$ cat config.mk
export PLATFORM = sky130hd
export DESIGN_NAME = vram_arbiter_flat
export DESIGN_NICKNAME = d
export VERILOG_FILES = /design/src/rtl/vram_arbiter_if.sv /design/src/rtl/vram_arbiter.sv /design/src/flat_wrapper.sv
export SDC_FILE = /design/constraint.sdc
export NUM_CORES = 1
export LEC_CHECK = 0
export CORE_MARGIN = 2
export CORE_UTILIZATION = 25
export DETAILED_ROUTE_END_ITERATION = 7
export PLACE_DENSITY = 0.64
export SLEW_MARGIN = 10
export SYNTH_ARGS = -nofsm -noshare
export SYNTH_HDL_FRONTEND = slang
export SYNTH_SLANG_ARGS = --single-unit
$ cat constraint.sdc
create_clock -name CLK_108MHz -period 5 [get_ports CLK_108MHz]
set_clock_uncertainty 0.1 [all_clocks]
set_input_delay 1 -clock CLK_108MHz [delete_from_list [all_inputs] [get_ports CLK_108MHz]]
set_output_delay 1 -clock CLK_108MHz [all_outputs]
set_load 0.05 [all_outputs]
$ cat src/rtl/vram_arbiter_if.sv
// vram_arbiter_if: display fetch, host and block RAM signals around the VRAM arbiter
interface vram_arbiter_if #(
   parameter int ADDR_W = 16,
   parameter int DATA_W = 16
);
   logic              disp_ena;
   logic [ADDR_W-1:0] disp_addr;
   logic [DATA_W-1:0] disp_rdata;
   logic              host_req;
   logic              host_we;
   logic [ADDR_W-1:0] host_addr;
   logic [DATA_W-1:0] host_wdata;
   logic              host_ack;
   logic [DATA_W-1:0] host_rdata;
   logic              host_rvalid;
   logic              host_starved;
   logic              starve_clr;
   logic [ADDR_W-1:0] ram_addr;
   logic              ram_ena;
   logic              ram_wena;
   logic [DATA_W-1:0] ram_wdata;
   logic [DATA_W-1:0] ram_rdata;

   modport slave (
      input  disp_ena, disp_addr, host_req, host_we, host_addr, host_wdata, starve_clr, ram_rdata,
      output disp_rdata, host_ack, host_rdata, host_rvalid, host_starved,
             ram_addr, ram_ena, ram_wena, ram_wdata
   );

   modport master (
      output disp_ena, disp_addr, host_req, host_we, host_addr, host_wdata, starve_clr, ram_rdata,
      input  disp_rdata, host_ack, host_rdata, host_rvalid, host_starved,
             ram_addr, ram_ena, ram_wena, ram_wdata
   );
endinterface

$ cat src/rtl/vram_arbiter.sv
// vram_arbiter: shares the character/colour RAM port; display has absolute priority, host uses blanking cycles
module vram_arbiter #(
   parameter int ADDR_W       = 16,
   parameter int DATA_W       = 16,
   parameter int STARVE_LIMIT = 1024
) (
   input logic           CLK_108MHz,
   input logic           reset,
   vram_arbiter_if.slave bus
);
   localparam int CW = $clog2(STARVE_LIMIT + 1);
   localparam logic [CW-1:0] LIMIT = CW'(STARVE_LIMIT);

   typedef enum logic {IDLE, RDWAIT} state_t;

   state_t        state, state_nxt;
   logic          grant;
   logic [CW-1:0] wait_ctr, wait_nxt;

   assign bus.disp_rdata = bus.ram_rdata;

   // host grant, RAM pin steering, next state and denied-request counter
   always_comb begin
      grant = bus.host_req & ~bus.disp_ena & (state == IDLE) & ~reset;
      state_nxt = state;
      if (state == RDWAIT) state_nxt = IDLE;
      else if (grant & ~bus.host_we) state_nxt = RDWAIT;
      wait_nxt = (bus.host_req & ~grant) ? ((wait_ctr == LIMIT) ? wait_ctr : wait_ctr + CW'(1)) : '0;
      bus.host_ack = grant;
      bus.ram_ena = ~reset & (bus.disp_ena | grant);
      bus.ram_addr = (~reset & bus.disp_ena) ? bus.disp_addr : grant ? bus.host_addr : '0;
      bus.ram_wena = grant & bus.host_we;
      bus.ram_wdata = (grant & bus.host_we) ? bus.host_wdata : '0;
   end

   // state, wait counter, sticky starvation flag and host read return
   always_ff @(posedge CLK_108MHz) begin
      if (reset) begin
         state <= IDLE;
         wait_ctr <= '0;
         bus.host_rdata <= '0;
         bus.host_rvalid <= 1'b0;
         bus.host_starved <= 1'b0;
      end else begin
         state <= state_nxt;
         wait_ctr <= wait_nxt;
         bus.host_rvalid <= (state == RDWAIT);
         if (state == RDWAIT) bus.host_rdata <= bus.ram_rdata;
         bus.host_starved <= (wait_nxt == LIMIT) | (bus.host_starved & ~bus.starve_clr);
      end
   end
endmodule

$ cat src/flat_wrapper.sv
// flat-port wrapper written by rule: the top's interface ports become plain ports
module vram_arbiter_flat 
#(
   parameter int ADDR_W       = 16,
   parameter int DATA_W       = 16,
   parameter int STARVE_LIMIT = 1024
)
  (CLK_108MHz, reset, bus_disp_ena, bus_disp_addr, bus_host_req, bus_host_we, bus_host_addr, bus_host_wdata, bus_starve_clr, bus_ram_rdata, bus_disp_rdata, bus_host_ack, bus_host_rdata, bus_host_rvalid, bus_host_starved, bus_ram_addr, bus_ram_ena, bus_ram_wena, bus_ram_wdata);
  vram_arbiter_if #(.ADDR_W(ADDR_W), .DATA_W(DATA_W)) bus_i ();
  input logic CLK_108MHz;
  input logic reset;
  input wire logic [$bits(bus_i.disp_ena)-1:0] bus_disp_ena;
  input wire logic [$bits(bus_i.disp_addr)-1:0] bus_disp_addr;
  input wire logic [$bits(bus_i.host_req)-1:0] bus_host_req;
  input wire logic [$bits(bus_i.host_we)-1:0] bus_host_we;
  input wire logic [$bits(bus_i.host_addr)-1:0] bus_host_addr;
  input wire logic [$bits(bus_i.host_wdata)-1:0] bus_host_wdata;
  input wire logic [$bits(bus_i.starve_clr)-1:0] bus_starve_clr;
  input wire logic [$bits(bus_i.ram_rdata)-1:0] bus_ram_rdata;
  output wire logic [$bits(bus_i.disp_rdata)-1:0] bus_disp_rdata;
  output wire logic [$bits(bus_i.host_ack)-1:0] bus_host_ack;
  output wire logic [$bits(bus_i.host_rdata)-1:0] bus_host_rdata;
  output wire logic [$bits(bus_i.host_rvalid)-1:0] bus_host_rvalid;
  output wire logic [$bits(bus_i.host_starved)-1:0] bus_host_starved;
  output wire logic [$bits(bus_i.ram_addr)-1:0] bus_ram_addr;
  output wire logic [$bits(bus_i.ram_ena)-1:0] bus_ram_ena;
  output wire logic [$bits(bus_i.ram_wena)-1:0] bus_ram_wena;
  output wire logic [$bits(bus_i.ram_wdata)-1:0] bus_ram_wdata;
  assign bus_i.disp_ena = bus_disp_ena;
  assign bus_i.disp_addr = bus_disp_addr;
  assign bus_i.host_req = bus_host_req;
  assign bus_i.host_we = bus_host_we;
  assign bus_i.host_addr = bus_host_addr;
  assign bus_i.host_wdata = bus_host_wdata;
  assign bus_i.starve_clr = bus_starve_clr;
  assign bus_i.ram_rdata = bus_ram_rdata;
  assign bus_disp_rdata = bus_i.disp_rdata;
  assign bus_host_ack = bus_i.host_ack;
  assign bus_host_rdata = bus_i.host_rdata;
  assign bus_host_rvalid = bus_i.host_rvalid;
  assign bus_host_starved = bus_i.host_starved;
  assign bus_ram_addr = bus_i.ram_addr;
  assign bus_ram_ena = bus_i.ram_ena;
  assign bus_ram_wena = bus_i.ram_wena;
  assign bus_ram_wdata = bus_i.ram_wdata;
  vram_arbiter #(.ADDR_W(ADDR_W), .DATA_W(DATA_W), .STARVE_LIMIT(STARVE_LIMIT)) u_core (.CLK_108MHz(CLK_108MHz), .reset(reset), .bus(bus_i));
endmodule
==> metrics.txt <==
MaxCap Viol Count 0; WHS 0.390 ns; chip width 89.2 um; sequential area share after synthesis 33.1%; commonest cells after routing, fill and taps aside clkdlybuf4s50_1 (104), buf_12 (34), nor2_1 (30), dfxtp_1 (30), and3_1 (19); I/O pin cnt 139; area fraction in compound gates after synthesis 14.1%; Vias/cell 4.45; Hold Crit Class flop to flop; CP Max Fanout 35; Synth area leader dfxtp_1; Detail Placement HPWL 4390 um; worst vdd ir 110 uV; residual overflow from global routing 0; CTS resizes 0; CP Class primary input to output port; Comb pwr share 34.6%; Die Span Y 89.2 um; Hold Startpoint u_core.bus.host_rdata[13]$_SDFFE_PP0P_; pre-CTS setup slack 0.703 ns; switch share 30.3%; Longest Clk Path Bufs 2; power share of the sequential group 36.4%; Fin. Hold Viols 0; layout cells sized above 1 16.3%; Final WS setup 1.13 ns; Power Dens Cells 191 mW/mm^2; Worst Tran Pin Value 1.13 ns; flop2flop setup slack 2.96 ns; wire per inst 12.8 um; number of detailed-route iterations in the first pass 4; Synth-to-Final Area Change 95.5%; Setup Fix Bufs, Post-CTS 0; mapped cell area 0.00181 sq mm; Tmin final 3.87 ns; Worst EP required 3.90 ns; RSZ-0062 raised after global routing no; GRT Overall Usage 13.5%; Routed WL 5350 um; Simple-Gate Fraction of Synth Area 23.8%; synth unique cells 41; post-layout util 49.7%; setup_tns 0 ns; routability congestion estimate 0.732; cell count after synthesis 203; Routed Antenna Nets 0; number of global-route vias before repair 1910; first-pass GRT wire length 8500 um; drc violations 0; Worst-path clk slew 0.06 ns; period utilization 77.4%; Internal Pwr Total 472 uW; hold buffers post-CTS 0; max-slew violation count 0; CP endpoint kind output port; worst setup path startpoint reset; relative slew slack 24.4%; Setup crit start kind primary input; Synth Register Bits 30; CTS tree done; largest cells by area after synthesis dfxtp_1 (33%), mux2i_1 (9.9%), a22o_1 (7.7%); XOR/XNOR Fraction of Synth Area 3.86%; clock sink total 30; Yosys top cell area share 33.1%; R2R Path Start u_core.state$_SDFF_PP0_; antenna violations before repair 0; P_sw 205 uW; status complete, no violations; H-tree Lvls 2; Layout fillers 701; syn nets 275; Nets 391; total CTS buffers 5; Starting Density 25.4%; Vias 1863; Root Buffer clkbuf_8; Synth Warn # 0; clock share of power 29.0%; Post-Synth Adder-Cell Area 1.38%; FMAX 258 MHz; CP arrival 2.77 ns; leakage 0.00139 uW; FP Rows 31; mean area per synthesized cell 8.93 sq um; Core Area 0.00714 sq mm; initial drt markers 42; input/output buffers 138; Setup violations, final 0; mux contribution to synthesized area 9.94%; main combinational cell family by area after synthesis simple AND/OR/NAND/NOR gates; largest net degree at the start of global routing 36; Die ar. 0.00795 sq mm; Antenna Diode Count 0; later-pin clock latency in the skew report 0.28 ns; most common cell after layout, fill and taps aside clkdlybuf4s50_1
==> cell families after synthesis <==
kind of cell	Yosys count
simple gates	77
buf+inv	37
compound gates	31
flops	30
mux	18
xor+xnor	8
fa+ha+maj	2
==> cell type report <==
type,count,area [sq um],area share (%)
timing repair buffer,141,1740,49.2
multi-input combinational,136,966,27.3
sequential,30,601,16.9
tap,99,124,3.49
clock buffer,7,86.3,2.44
inverter,5,18.8,0.529
clock inverter,1,5.00,0.141
==> worst max-delay path: stages <==
cell and delay (ns):
clkdlybuf4s50_1 0.52, buf_4 0.24, nor4b_4 0.20, buf_4 0.36, and3_1 0.29, buf_12 0.15
==> sequential cells by signal, summed over array words and instances, names as in the netlist <==
register	count
u_core.state	1
u_core.bus.host_rvalid	1
u_core.wait_ctr	11
u_core.bus.host_rdata	16
u_core.bus.host_starved	1
==> power by group through the flow <==
stage | clock, uW | combinational (uW) | sequential (uW)
floorplan | 0 | 109 | 260
global placement | 0 | 234 | 252
detailed placement | 0 | 236 | 252
CTS | 204 | 236 | 247
global route | 211 | 246 | 247
finish | 196 | 234 | 247
==> Yosys cell counts (all sizes together) <==
| cell type | instances |
|---|---|
| nand3b | 2 |
| o21ai | 3 |
| clkbuf | 6 |
| nand4 | 5 |
| ha | 2 |
| nor2b | 1 |
| and4 | 1 |
| nand2b | 2 |
| o221ai | 1 |
| and2 | 4 |
| mux2i | 18 |
| nor2 | 30 |
| o31a | 1 |
| nand3 | 2 |
| xnor2 | 4 |
| xor2 | 4 |
| nand2 | 4 |
| a41oi | 1 |
| a22o | 16 |
| a21bo | 1 |
| nor4b | 2 |
| o31ai | 1 |
| or2b | 1 |
| nor3 | 2 |
| dfxtp | 30 |
| or2 | 1 |
| o2111ai | 2 |
| and3 | 19 |
| a21o | 1 |
| o22ai | 1 |
| and2b | 1 |
| inv | 5 |
| a21oi | 3 |
| buf | 26 |
==> stage by stage <==
stage	power, uW	instances	cell area [sq um]
floorplan	368	203	1810
global placement	487	411	3450
detailed placement	488	411	3450
CTS	687	419	3540
global route	704	419	3540
finish	677	419	3540
==> routing by layer <==
| layer | share of wire [%] | GRT usage, % | wire length, um |
|---|---|---|---|
| met5 | 0 | 0 | 0 |
| met4 | 0.95 | 3.26 | 51 |
| met3 | 11 | 6.09 | 607 |
| met2 | 49 | 23.6 | 2650 |
| met1 | 38 | 15.0 | 2040 |
==> path summary, 6_finish.rpt <==
kind	to	depth (start not counted)
worst max-delay path	bus_ram_wdata[7]	6
worst min-delay path	u_core.bus.host_rdata[13]$_SDFFE_PP0P_	2
worst max register to register	u_core.bus.host_starved$_SDFF_PP0_	5
worst min register to register	u_core.bus.host_rdata[13]$_SDFFE_PP0P_	2
(Power assumes the default switching activity.)
